File: config.mk
export PLATFORM = sky130hd
export DESIGN_NAME = imm_gen_pipe
export DESIGN_NICKNAME = d
export VERILOG_FILES = /design/src/rtl/imm_gen_pipe.sv
export SDC_FILE = /design/constraint.sdc
export NUM_CORES = 1
export LEC_CHECK = 0
export ABC_CLOCK_PERIOD_IN_PS = 1530
export BUFFER_PORTS_ARGS = -buffer_cell sky130_fd_sc_hd__buf_4
export CELL_PAD_IN_SITES_DETAIL_PLACEMENT = 1
export CELL_PAD_IN_SITES_GLOBAL_PLACEMENT = 1
export CORE_MARGIN = 2
export CORE_UTILIZATION = 32
export CTS_BUF_LIST = sky130_fd_sc_hd__clkbuf_8
export DETAILED_ROUTE_END_ITERATION = 16
export PLACE_DENSITY_LB_ADDON = 0.15
export SLEW_MARGIN = 20
export SYNTH_ARGS = -nofsm -noshare
export SYNTH_HDL_FRONTEND = slang
export SYNTH_SLANG_ARGS = --single-unit
File: constraint.sdc
create_clock -name clk -period 1.53 [get_ports clk]
set_clock_uncertainty 0.05 [all_clocks]
set_input_delay 0.0765 -clock clk [delete_from_list [all_inputs] [get_ports clk]]
set_output_delay 0.0765 -clock clk [all_outputs]
set_load 0.01 [all_outputs]
File: src/rtl/imm_gen_pipe.sv
// Registered immediate generator for decode: one-cycle latency, valid/ready with stall hold,
// flush drop, XLEN 32/64, CSR zimm and unsigned-I modes, and a saturating illegal-selector count.
module imm_gen_pipe #(
  parameter int XLEN  = 32,
  parameter int TAG_W = 5,
  parameter int CNT_W = 8
) (
  input  logic             clk,
  input  logic             rst,
  input  logic             flush,
  input  logic             in_valid,
  output logic             in_ready,
  input  logic [24:0]      Imm,
  input  logic [2:0]       ImmSrc,
  input  logic [TAG_W-1:0] in_tag,
  output logic             out_valid,
  input  logic             out_ready,
  output logic [XLEN-1:0]  ImmExt,
  output logic [TAG_W-1:0] out_tag,
  output logic             out_err,
  output logic [CNT_W-1:0] err_cnt
);

  typedef enum logic [2:0] {
    SRC_I  = 3'b000,
    SRC_S  = 3'b001,
    SRC_U  = 3'b010,
    SRC_Z  = 3'b011,
    SRC_IU = 3'b100,
    SRC_B  = 3'b101,
    SRC_J  = 3'b110,
    SRC_X  = 3'b111
  } imm_src_e;

  logic signed [31:0] imm32;
  logic [XLEN-1:0]    imm_d, imm_q;
  logic [TAG_W-1:0]   tag_q;
  logic               err_d, err_q;
  logic               vld_q;
  logic [CNT_W-1:0]   cnt_q;
  logic               accept;

  // Every mode is first formed as a signed 32-bit value; widening the signed value
  // to XLEN then extends U from bit 31 and leaves zero-extended modes positive.
  always_comb begin
    imm32 = '0;
    err_d = 1'b0;
    case (imm_src_e'(ImmSrc))
      SRC_I:  imm32 = 32'($signed(Imm[24:13]));
      SRC_S:  imm32 = 32'($signed({Imm[24:18], Imm[4:0]}));
      SRC_B:  imm32 = 32'($signed({Imm[24], Imm[0], Imm[23:18], Imm[4:1], 1'b0}));
      SRC_U:  imm32 = {Imm[24:5], 12'b0};
      SRC_J:  imm32 = 32'($signed({Imm[24], Imm[12:5], Imm[13], Imm[23:14], 1'b0}));
      SRC_Z:  imm32 = {27'b0, Imm[12:8]};
      SRC_IU: imm32 = {20'b0, Imm[24:13]};
      default: begin
        imm32 = '0;
        err_d = 1'b1;
      end
    endcase
    imm_d = XLEN'(imm32);
  end

  assign in_ready = !vld_q || out_ready;
  assign accept   = in_valid && in_ready && !flush;

  always_ff @(posedge clk) begin
    if (rst) begin
      vld_q <= 1'b0;
      imm_q <= '0;
      tag_q <= '0;
      err_q <= 1'b0;
      cnt_q <= '0;
    end else if (flush) begin
      vld_q <= 1'b0;
    end else if (accept) begin
      vld_q <= 1'b1;
      imm_q <= imm_d;
      tag_q <= in_tag;
      err_q <= err_d;
      if (err_d && !(&cnt_q)) begin
        cnt_q <= cnt_q + 1'b1;
      end
    end else if (out_ready) begin
      vld_q <= 1'b0;
    end
  end

  assign out_valid = vld_q;
  assign ImmExt    = imm_q;
  assign out_tag   = tag_q;
  assign out_err   = err_q;
  assign err_cnt   = cnt_q;

endmodule

* After elaboration in Yosys (flattened, before gate mapping) *
Index checks and enable logic that the tools add are counted.

storage, ports and cells
  latch bits = 0
  memory bits (writable) = 0
  memory bits (read-only) = 0
  output and inout bits = 48
  register bits after elaboration = 47
  input bits = 38
  memories kept = 0

operators by class
  magnitude comparators = 0
  shifts and indexed selects = 0
  $mul = 0
  div/mod/pow operators = 0
  add/sub/neg operators = 1
  bitwise gates (word level) = 1
  muxes and demuxes = 4
  reduce and logical (&&, ||, !) cells = 14
  eq/ne operators = 6

operator list
  operator                                       count
  case mux 32 bit (7 select lines)               1
  == test 3 bit, second input constant           3
  adder 8 x 1 -> 8 bit, second input constant    1
  AND reduction 8 bit                            1
  OR reduction 7 bit                             1
  == test 3 x 2 -> 1 bit, second input constant  2
  == test 3 x 1 -> 1 bit, second input constant  1
  logical AND 1 bit                              3
  zero test 1 bit                                3
  zero test 3 bit                                1
  two-way mux 1 bit                              3
  AND reduction 3 bit                            1
  AND reduction 2 bit                            1
  nonzero test 2 bit                             1
  OR reduction 2 bit                             1
  logical OR 1 bit                               1
  inverter 1 bit                                 1

* Depth between registers and ports, before layout *
  depth after elaboration = 5
  depth in mapped cells = 7

* Least setup slack after synthesis *
No wires, ideal clock.

  path kind = reg-to-reg
  from = register cnt_q[0] (netlist: err_cnt[0])
  to = register cnt_q[4] (netlist: err_cnt[4])
  clock period less this slack = 1,589 ps
  buffers on the path = 1
  stages on the path, launching flop included = 7
  data arrival time = 1,468 ps
  slack = -59 ps
  cell sequence = dfxtp_1 ha_1 nand3_1 nor2_1 clkbuf_1 or4_1 a21oi_1

between the ends
  longest elaborated chain between the ends = 4

ends and longest elaborated chain
  what                                                                          RTL line  source
  start: declaration                                                            40        logic [CNT_W-1:0] cnt_q;
  start signal: assignment                                                      82        cnt_q <= cnt_q + 1'b1;
  parallel branches: the longest is 4 deep, another holds adder 8 x 1 -> 8 bit  -

Parallel ways; which one is timed is not known.
A chain may end at the register's enable or synchronous reset.

* Worst setup path after layout *
  from = input flush
  to = register cnt_q[5] (netlist: err_cnt[5])

between the ends
  longest elaborated chain between the ends = 3

ends and longest elaborated chain
  what                                      RTL line  source
  start: declaration                        10        input logic flush,
  zero test 1 bit                           65        assign accept = in_valid && in_ready && !flush;
  logical AND 1 bit                         65
  AND reduction 3 bit (no source line) (*)  -

Mark *: on every way between the ends. The rest lies on a longest branch, timed or not.

==> flow_summary.yaml <==
status:
  status: "finished with violations"
  violations: "negative setup slack"
pwr:
  vdd_ir_drop_max_uv: 610.7
  intPower_mw: 1.821
  p_clk_share_pct: 29.2
  p_total_mw: 2.500
  power_leakage_nw: 1.327
  comb_power_share_pct: 19.0
  p_sw_share_pct: 27.16
  cellPowerDensity_nw_per_um2: 790.8
  power.share.sequential_pct: 51.9
  p_sw_mw: 0.6791
placement:
  dp_cells: 397
  detailed_place_hpwl_um: 4744
  gp_congestion: 0.7395
  place_ws_ps: -116.4
  port_buffers: 85
  place_area_um2: 2870
sta:
  timing.hold.ws_ps: 4.109
  max_freq_mhz: 653.6
  setup_tns_ps: -0.01077
  setup_viol_count_final: 1
  min_period_ps: 1530
  relSlewSlack_pct: 32.33
  post-route-period-util_pct: 100.0
  finalWorstSetupSlack_ps: -0.01077
  tightest_slew_ps: 1008
  hold_violations: 0
  rsz0062_at_grt: "yes"
  drv_slew: 0
synth:
  synthTopCellsByArea: "dfxtp_1 (45%), o2bb2ai_1 (6.3%), nand2_1 (6.1%)"
  synth.yosys.seq_area_share_pct: 45.33
  synth_top_area_share_pct: 45.33
  synthArstFlopShare_pct: 0
  synth.most_common_cell: "dfxtp_1"
  synth_nets: 276
  synth_flop_cell: "dfxtp_1"
  syn_avg_cell_area_um2: 8.758
  synth_edf_count: 0
  ys_ff_latch: 47
  synth_cell_types: 40
  ys_top_cells_by_count: "dfxtp_1 (47), nand2_1 (34), a21oi_1 (22), nor2_1 (18), o2bb2ai_1 (15)"
  synthCells: 237
  synth_area_leader_cell: "dfxtp_1"
  ys.warnings.count: 0
  syn_area_um2: 2076
floorplanning:
  initial_core_util_pct: 32.88
  die_w_um: 84.54
  core_area_um2: 6314
  fp.dieH_um: 84.54
  row_count: 29
  ios: 86
  dieArea_um2: 7147
clocking:
  clock_path_buffers: 2
  cts_made_buffers: 5
  cts_root_buffer: "clkbuf_8"
  htreeDepth: 2
  clock_latency_ps: 300
  path_clk_slew_ps: 90
  cts_tree: "built"
  cts_num_sinks: 47
detailed_routing:
  wl_um: 6954
  drt_iter0_drc: 58
  firstDrtPassIters: 5
  vias_per_cell: 5.209
  drc: 0
  wl_per_cell_um: 16.48
  final_antenna_net_count: 0
  vias: 2198
final_layout:
  final_nets: 383
  diodes: 0
  instances_no_fill: 422
  drive_above_1_share_pct: 35.65
  final.fill_count: 744
  post-route-util_pct: 50.08
  fin_area_um2: 3162
  area_growth_pct: 52.32
critical_path:
  cp-end-kind: "flop"
  path_max_fanout: 5
  slowest_stage: "dlygate4sd3_1"
  critPathMaxStageDelay_ps: 530
  cp.required_ps: 1720
  worst_setup_path_start_kind: "primary input"
  path_cells: "dlygate4sd3_1 > buf_4 > nand4b_2 > or4_1 > a21oi_1"
  cp_data_arrival_time_ps: 1720
  worstSetupPathType: "in2reg"
hold_path:
  min_path_type: "in2reg"
grt:
  grt_first_pass_wirelength_um: 10790
  antenna_found_initial: 0
  track_usage_pct: 18.57
  overflow: 0
  grt_pass1_vias: 2072
  grt_max_degree: 20
run:
  maxCapViolations: 0
worst max-delay path, delay by kind of cell:
family / cells / cell delay, ps
simple gates: 2 / 800
buf+inv: 2 / 690
compound gates: 1 / 150
layer usage:
layer / track usage [%] / vias up / share of wire, %
li1: - / 1086 / -
met1: 25.11 / 1051 / 46
met3: 3.343 / 8 / 4.2
met4: 4.762 / 0 / 0.91
met5: 0 / - / 0
met2: 30.64 / 53 / 49
state kept, by name, indices dropped and copies added, names as in the netlist:
| name | count |
|---|---|
| ImmExt | 32 |
| err_cnt | 8 |
| out_err | 1 |
| out_tag | 5 |
| out_valid | 1 |
power groups by stage:
stage / clock [mW] / combinational [mW] / sequential (mW)
5_1_grt: 0.799 / 0.515 / 1.30
6_report: 0.730 / 0.474 / 1.30
4_1_cts: 0.741 / 0.470 / 1.30
2_1_floorplan: 0 / 0.185 / 1.35
3_3_place_gp: 0 / 0.430 / 1.33
3_5_place_dp: 0 / 0.440 / 1.33
cells by family after synthesis:
group           synth area share, %
flops                         45.33
fa+ha+maj                    0.6027
xor+xnor                     0.4220
compound gates                24.65
mux                           2.411
simple gates                  22.18
buf+inv                       4.400
final timing paths:
check	startpoint	end	slack [ps]	depth (start not counted)
worst min register to register	out_tag[2]	out_tag[2]	410	2
worst max register to register	out_valid	err_cnt[5]	20	5
worst min-delay path	Imm[22]	ImmExt[9]	4	3
worst max-delay path	flush	err_cnt[5]	-0.01	5
placed cells by master, fill, tap and decap left out, drive strengths merged, types with 2 or more instances in the layout:
master,n
a211oi,8
a21oi,22
a221oi,3
a22oi,12
buf,102
clkbuf,5
dfxtp,47
dlygate4sd3,15
inv,5
mux2i,5
nand2,34
nand3,9
nand4b,2
nor2,18
nor2b,5
nor3,3
o21ai,4
o2bb2ai,15
o31ai,4
o41ai,2
or2b,2
or3,3
or4,5
area by class of cell:
class	instances	area, µm²	share of cell area (%)
multi-input cells	170	1105	34.94
clock buffers	5	68.82	2.176
inverters	3	13.76	0.4353
well taps	77	96.34	3.047
repair buffers	117	919.6	29.09
flip-flops and latches	47	945.9	29.92
clock inverters	3	12.51	0.3957
timing repair:
action	CTS	global route
pin swaps	0	1
buffers inserted	1	0
gates resized for setup	1	8
hold buffers	14	1
gates cloned	0	1
setup endpoints to repair	7	11
hold endpoints to repair	14	1
(Power assumes the default switching activity.)
